==> src/rtl/gpr_xfer_ctrl.sv <==
// Register-transfer sequencer for the GPR file: turns one src/dst/wr command
// into one-hot read-select (RA) and store (SR) strobes over READ/EXEC/DONE.
module gpr_xfer_ctrl #(
  parameter int NUM_REGS = 8,
  parameter int SEL_W    = 3,
  parameter int CNT_W    = 8
) (
  input  logic                CLK,
  input  logic                CLR,
  input  logic                start,
  input  logic [SEL_W-1:0]    src,
  input  logic [SEL_W-1:0]    dst,
  input  logic                wr,
  input  logic                stall,
  output logic [NUM_REGS-1:0] RA,
  output logic [NUM_REGS-1:0] SR,
  output logic                busy,
  output logic                done,
  output logic [CNT_W-1:0]    xfer_cnt
);

  typedef enum logic [1:0] {
    S_IDLE = 2'd0,
    S_READ = 2'd1,
    S_EXEC = 2'd2,
    S_DONE = 2'd3
  } state_t;

  state_t             state, state_nx;
  logic [SEL_W-1:0]   src_q, dst_q;
  logic               wr_q;
  logic [NUM_REGS-1:0] ra_sel, sr_sel;

  // Indices outside the register file select nothing.
  function automatic logic [NUM_REGS-1:0] onehot(input logic [SEL_W-1:0] idx);
    logic [NUM_REGS-1:0] v;
    v = '0;
    for (int i = 0; i < NUM_REGS; i++) begin
      if (idx == SEL_W'(i)) v[i] = 1'b1;
    end
    return v;
  endfunction

  assign ra_sel = onehot(src_q);
  assign sr_sel = onehot(dst_q);

  // NOTE: sequential state uses non-blocking assignments so every flop
  // samples the pre-edge value of every other flop.
  always_ff @(posedge CLK or negedge CLR) begin
    if (!CLR) state <= S_IDLE;
    else      state <= state_nx;
  end

  // NOTE: the captured command is reset too, so a transfer aborted by CLR
  // leaves no stale select behind for the next command.
  always_ff @(posedge CLK or negedge CLR) begin
    if (!CLR) begin
      src_q <= '0;
      dst_q <= '0;
      wr_q  <= 1'b0;
    end else if (state == S_IDLE && start) begin
      src_q <= src;
      dst_q <= dst;
      wr_q  <= wr;
    end
  end

  always_ff @(posedge CLK or negedge CLR) begin
    if (!CLR)                 xfer_cnt <= '0;
    else if (state == S_DONE) xfer_cnt <= xfer_cnt + CNT_W'(1);
  end

  // NOTE: default assignment first keeps this block free of inferred latches.
  always_comb begin
    state_nx = state;
    unique case (state)
      S_IDLE:  if (start) state_nx = S_READ;
      S_READ:  state_nx = S_EXEC;
      S_EXEC:  if (!stall) state_nx = S_DONE;
      S_DONE:  state_nx = S_IDLE;
      default: state_nx = S_IDLE;
    endcase
  end

  // Outputs decode from flops only; stall gating SR in EXEC is the one
  // combinational path from a live input, so a held transfer never stores.
  always_comb begin
    RA   = '0;
    SR   = '0;
    busy = 1'b0;
    done = 1'b0;
    unique case (state)
      S_IDLE: ;
      S_READ: begin
        RA   = ra_sel;
        busy = 1'b1;
      end
      S_EXEC: begin
        RA   = ra_sel;
        SR   = (wr_q && !stall) ? sr_sel : '0;
        busy = 1'b1;
      end
      S_DONE: begin
        busy = 1'b1;
        done = 1'b1;
      end
      default: ;
    endcase
  end

endmodule

==> config.mk <==
export PLATFORM = sky130hd
export DESIGN_NAME = gpr_xfer_ctrl
export DESIGN_NICKNAME = d
export VERILOG_FILES = /design/src/rtl/gpr_xfer_ctrl.sv
export SDC_FILE = /design/constraint.sdc
export NUM_CORES = 1
export LEC_CHECK = 0
export CAP_MARGIN = 20
export CORE_UTILIZATION = 40
export DETAILED_ROUTE_END_ITERATION = 8
export MAX_ROUTING_LAYER = met4
export PLACE_DENSITY = 0.75
export SLEW_MARGIN = 20
export SYNTH_ARGS = -nofsm -noshare
export SYNTH_HDL_FRONTEND = slang
export SYNTH_SLANG_ARGS = --single-unit
==> constraint.sdc <==
create_clock -name CLK -period 1.9 [get_ports CLK]
set_clock_uncertainty 0.1 [all_clocks]
set_input_delay 0.285 -clock CLK [delete_from_list [all_inputs] [get_ports CLK]]
set_output_delay 0.285 -clock CLK [all_outputs]
set_load 0.03 [all_outputs]
# After elaboration in Yosys (flattened, before gate mapping)
# Cells that the tools add are included.
[totals]
reg_bits = 17
input_bits = 11
out_inout_bits = 26
elab_cells = 58
[op_classes]
addsub = 1
eq_ne = 19
muxes = 24
reduce_logical = 9
[ops]
columns = ["op", "count"]
rows = [
  ["$eq A3 B3 Y1 const B", 8],
  ["$mux W8", 3],
  ["$mux W1", 18],
  ["$eq A3 B2 Y1 const B", 4],
  ["$add A8 B1 Y8 const B", 1],
  ["$pmux W2 S4", 1],
  ["$eq A3 B1 Y1 const B", 2],
  ["$logic_not A3 Y1", 2],
  ["$eq A2 B2 Y1 const B", 2],
  ["$mux W2", 2],
  ["$ne A2 B2 Y1 const B", 2],
  ["$reduce_or A3 Y1", 1],
  ["$eq A2 B1 Y1 const B", 1],
  ["$logic_and A1 B1 Y1", 2],
  ["$logic_not A2 Y1", 1],
  ["$reduce_and A2 Y1", 1],
  ["$reduce_or A2 Y1", 1],
  ["$logic_not A1 Y1", 1],
]

# Depth between registers and ports, before layout
[depth]
word_depth = 4
depth_mapped = 5
depth_no_buf = 5

# Worst setup path before layout
# Ideal clock, no wire load.
[synth_path]
path_kind = "register to output"
from = "register state[0]"
to = "output port SR[0]"
arrival_ns = 1.490
t_required_ns = 1.515
path_slack_ns = 0.025
path_stages_with_launch = 5
n_path_buf = 0
cell_sequence = "dfrtp_1 > inv_1 > ha_1 > nand4bb_1 > nor3_1"
[synth_via]
elab_chain_len = 2
[synth_lines]
columns = ["element", "line_no", "rtl"]
rows = [
  ["start: declaration", "29", "state_t state, state_nx;"],
  ["start signal: assignment", "51", "else state <= state_nx;"],
  ["$eq A2 B2 Y1", "92", "unique case (state)"],
  ["$mux W8", "92", ""],
  ["end: declaration", "16", "output logic [NUM_REGS-1:0] SR,"],
]
# No other way between the ends.

# Final worst setup path
[layout_path]
from = "register state[0]"
to = "output port SR[4]"
# Same word-level chain as after synthesis.

==> impl_metrics.csv <==
group,metric,value,unit
placement,hpwl,1.36,mm
logic_synthesis,synth_area_per_cell,11.0,sq um
setup_path,cp.arrival,1.52,ns
cells_and_area,num-fill-cells,142,
sta,final-hold-violation-count,0,
sta,finalCritPeriodShare,100,%
logic_synthesis,synth_top_area_share,50.4,%
grt,grt_pass1_wl,2.58,mm
grt,grt_use_met2,27.8,%
detailed_routing,drt-vias-per-instance,4.78,
logic_synthesis,syn_inst,77,
cells_and_area,nets,141,
detailed_routing,drtIter0Drc,11,
power,finalPower,0.00223,W
cts,worst_skew_pair.late_latency,0.29,ns
detailed_routing,drc,0,
status,violations,"negative setup slack",
logic_synthesis,synth_nets,92,
logic_synthesis,synth_cell_types,18,
power,pwr-share-clk,8.6,%
detailed_routing,totalWireLength,1.91,mm
flow_run,drv_cap,0,
power,power.net_switching,0.000986,W
power,p_per_area,1660,mW/mm^2
logic_synthesis,synth_simple_gate_area_share,20.9,%
grt,grt_overflow,0,
logic_synthesis,synth_top_family_by_area,"simple AND/OR/NAND/NOR gates",
floorplanning,fp.dieW,47.9,microns
floorplanning,core,0.00196,sq mm
cts,cts.sinks,17,
logic_synthesis,ys_top_cells_by_area,"dfrtp_1, mux2_2, ha_1",
logic_synthesis,synth-warning-count,0,
grt,antenna_found_initial,0,
logic_synthesis,synth_adder_area_share,5.93,%
sta,tightest_slew,0.321,ns
setup_path,cp.required,1.51,ns
grt,grtUsageMet3,4.53,%
cts,cts_htree_levels,1,
cts,numCtsBuffers,3,
cells_and_area,area_growth,59.3,%
cells_and_area,final_area,0.00134,sq mm
status,outcome,"finished, violations left",
logic_synthesis,netlist_area,843,sq um
setup_path,critPathLaunch,"state[0]$_DFFE_PN0P_",
logic_synthesis,synth_compound_area_share,2.08,%
logic_synthesis,yosysTopAreaCell,"dfrtp_1",
setup_path,reg2reg_from,"state[1]$_DFFE_PN0P_",
logic_synthesis,synth_xor_area_share,7.27,%
setup_path,cp-start-kind,"flop",
power,power.internal,0.00125,W
floorplanning,dieArea,0.00230,sq mm
setup_path,reg2reg_depth,6,
logic_synthesis,ys_seq_area_share,50.4,%
logic_synthesis,synth-seq-cells,17,
grt,grt_pass1_vias,633,
power,seqPwrFrac,31.7,%
placement,dpl_cell_area,0.00121,sq mm
cts,clk_pin_slew,0.10,ns
detailed_routing,detail-route-antenna-nets,0,
sta,slew_viol_final,0,
floorplanning,die_h,47.9,microns
grt,grt_usage,17.0,%
cts,cts_tree,"built",
floorplanning,ios,37,
sta,min_period,1.90,ns
power,power.leakage,0.610,nW
grt,grt_max_degree,18,
sta,setup-violations-final,1,
sta,fin_ws,-0.00347,ns
setup_path,endpoint_kind,"output port",
hold_path,hp-class,"input port to async pin",
cells_and_area,n_antenna_cell,0,
placement,port_buffers,36,
sta,slew_headroom,78.6,%
cells_and_area,drive_gt1_share,37.6,%
sta,fmax,0.525,GHz
grt,use_met1,19.4,%
power,p_sw_share,44.2,%
setup_path,cp_max_fo,4,
placement,gp_congestion,0.771,
detailed_routing,drt-pass1-iter-count,4,
setup_path,worst-setup-path-type,"flop to output port",
floorplanning,rows,16,
floorplanning,initial_core_util,43.0,%
power,power.share.combinational,59.7,%
sta,rsz0062_at_grt,"true",
placement,dp_slack,0.107,ns
logic_synthesis,synthMuxAreaShare,12.0,%
detailed_routing,vias,726,
cts,clk_path_buf_depth,2,
cts,cts-root-buf,"clkbuf_4",
grt,busiest_layer,"met2",
power,peakVddDrop,0.898,mV
detailed_routing,wl_per_cell,12.6,microns
final cells by class:
class / instances / area [sq um] / area share [%]
multi-input cells: 57 / 473 / 35.2
flip-flops and latches: 17 / 425 / 31.7
repair buffers: 44 / 374 / 27.8
well taps: 27 / 33.8 / 2.51
clock buffers: 4 / 26.3 / 1.96
inverters: 3 / 11.3 / 0.838
metal layers:
metal,vias up,share of wire [%]
met5,-,0
met4,0,0.10
met3,2,4.9
met2,23,53
met1,342,42
li1,359,-
cell usage after synthesis (all sizes together):
| cell type | count |
|---|---|
| dfrtp | 17 |
| o22a | 1 |
| nand4bb | 1 |
| and3 | 1 |
| nand2b | 5 |
| xnor2 | 4 |
| nor3 | 4 |
| mux2 | 9 |
| xor2 | 3 |
| a2bb2oi | 1 |
| nand4 | 1 |
| nor2 | 13 |
| ha | 4 |
| nand4b | 1 |
| nand3 | 2 |
| and4 | 1 |
| inv | 3 |
| nand2 | 6 |
timing repair:
| action | CTS | global route |
|---|---|---|
| endpoints found under the hold margin | 0 | 0 |
| gates resized for setup | 4 | 10 |
| endpoints found under the setup margin | 6 | 14 |
| buffers inserted | 3 | 3 |
| pin swaps | 3 | 7 |
| hold buffers | 0 | 0 |
power by group through the flow:
stage | sequential (W) | combinational [W] | clock, W
after floorplan | 0.000774 | 0.000630 | 0
after global placement | 0.000689 | 0.00109 | 0
after detailed placement | 0.000698 | 0.00111 | 0
after CTS | 0.000684 | 0.00115 | 0.000194
after global routing | 0.000736 | 0.00145 | 0.000218
final | 0.000708 | 0.00133 | 0.000193
critical path, stage by stage, from the launching register on:
cell	delay, ns
dfrtp_1	0.40
inv_2	0.10
ha_4	0.16
nand4b_1	0.18
nor3_2	0.20
buf_4	0.18
path summary, 6_finish.rpt:
| kind | end | slack, ns |
|---|---|---|
| worst max-delay path | SR[4] | -0.003 |
| worst min-delay path | dst_q[0]$_DFFE_PN0P_ | 0.21 |
| worst max register to register | state[1]$_DFFE_PN0P_ | 0.18 |
| worst min register to register | xfer_cnt[7]$_DFFE_PN0P_ | 0.37 |
| max in group asynchronous | xfer_cnt[0]$_DFFE_PN0P_ | 1.31 |
| min in group CLK | xfer_cnt[7]$_DFFE_PN0P_ | 0.37 |
kinds of logic (layout without fill, tap and decap cells):
| group | count (synthesis) | in the layout |
|---|---|---|
| compound gates | 2 | 2 |
| xor+xnor | 7 | 7 |
| fa+ha+maj | 4 | 4 |
| buf+inv | 3 | 51 |
| flops | 17 | 17 |
| mux | 9 | 9 |
| simple gates | 35 | 35 |
per-stage QoR:
stage,utilization [%],cells,hold slack (ns),setup TNS [ns]
CTS,64.3,149,0.218,-0.0105
finish,68.5,152,0.206,-0.00347
global placement,61.8,142,0.361,0
global route,68.5,152,0.234,-0.111
floorplan,-,77,-0.111,0
detailed placement,61.8,142,0.366,0
layout by cell type, fill, tap and decap left out, types with 3 or more instances in the layout:
| cell type | count |
|---|---|
| buf_4 | 24 |
| clkbuf_4 | 3 |
| clkdlybuf4s50_1 | 18 |
| dfrtp_1 | 17 |
| mux2_2 | 9 |
| nand2_1 | 5 |
| nand2b_1 | 4 |
| nor2_1 | 13 |
| nor3_2 | 3 |
| xnor2_1 | 4 |
| xor2_1 | 3 |
registers in the layout, summed over array words and instances (netlist names):
signal and cells:
src_q 3, state 2, xfer_cnt 8, wr_q 1, dst_q 3
No activity file was read; power rests on OpenSTA's default activity.
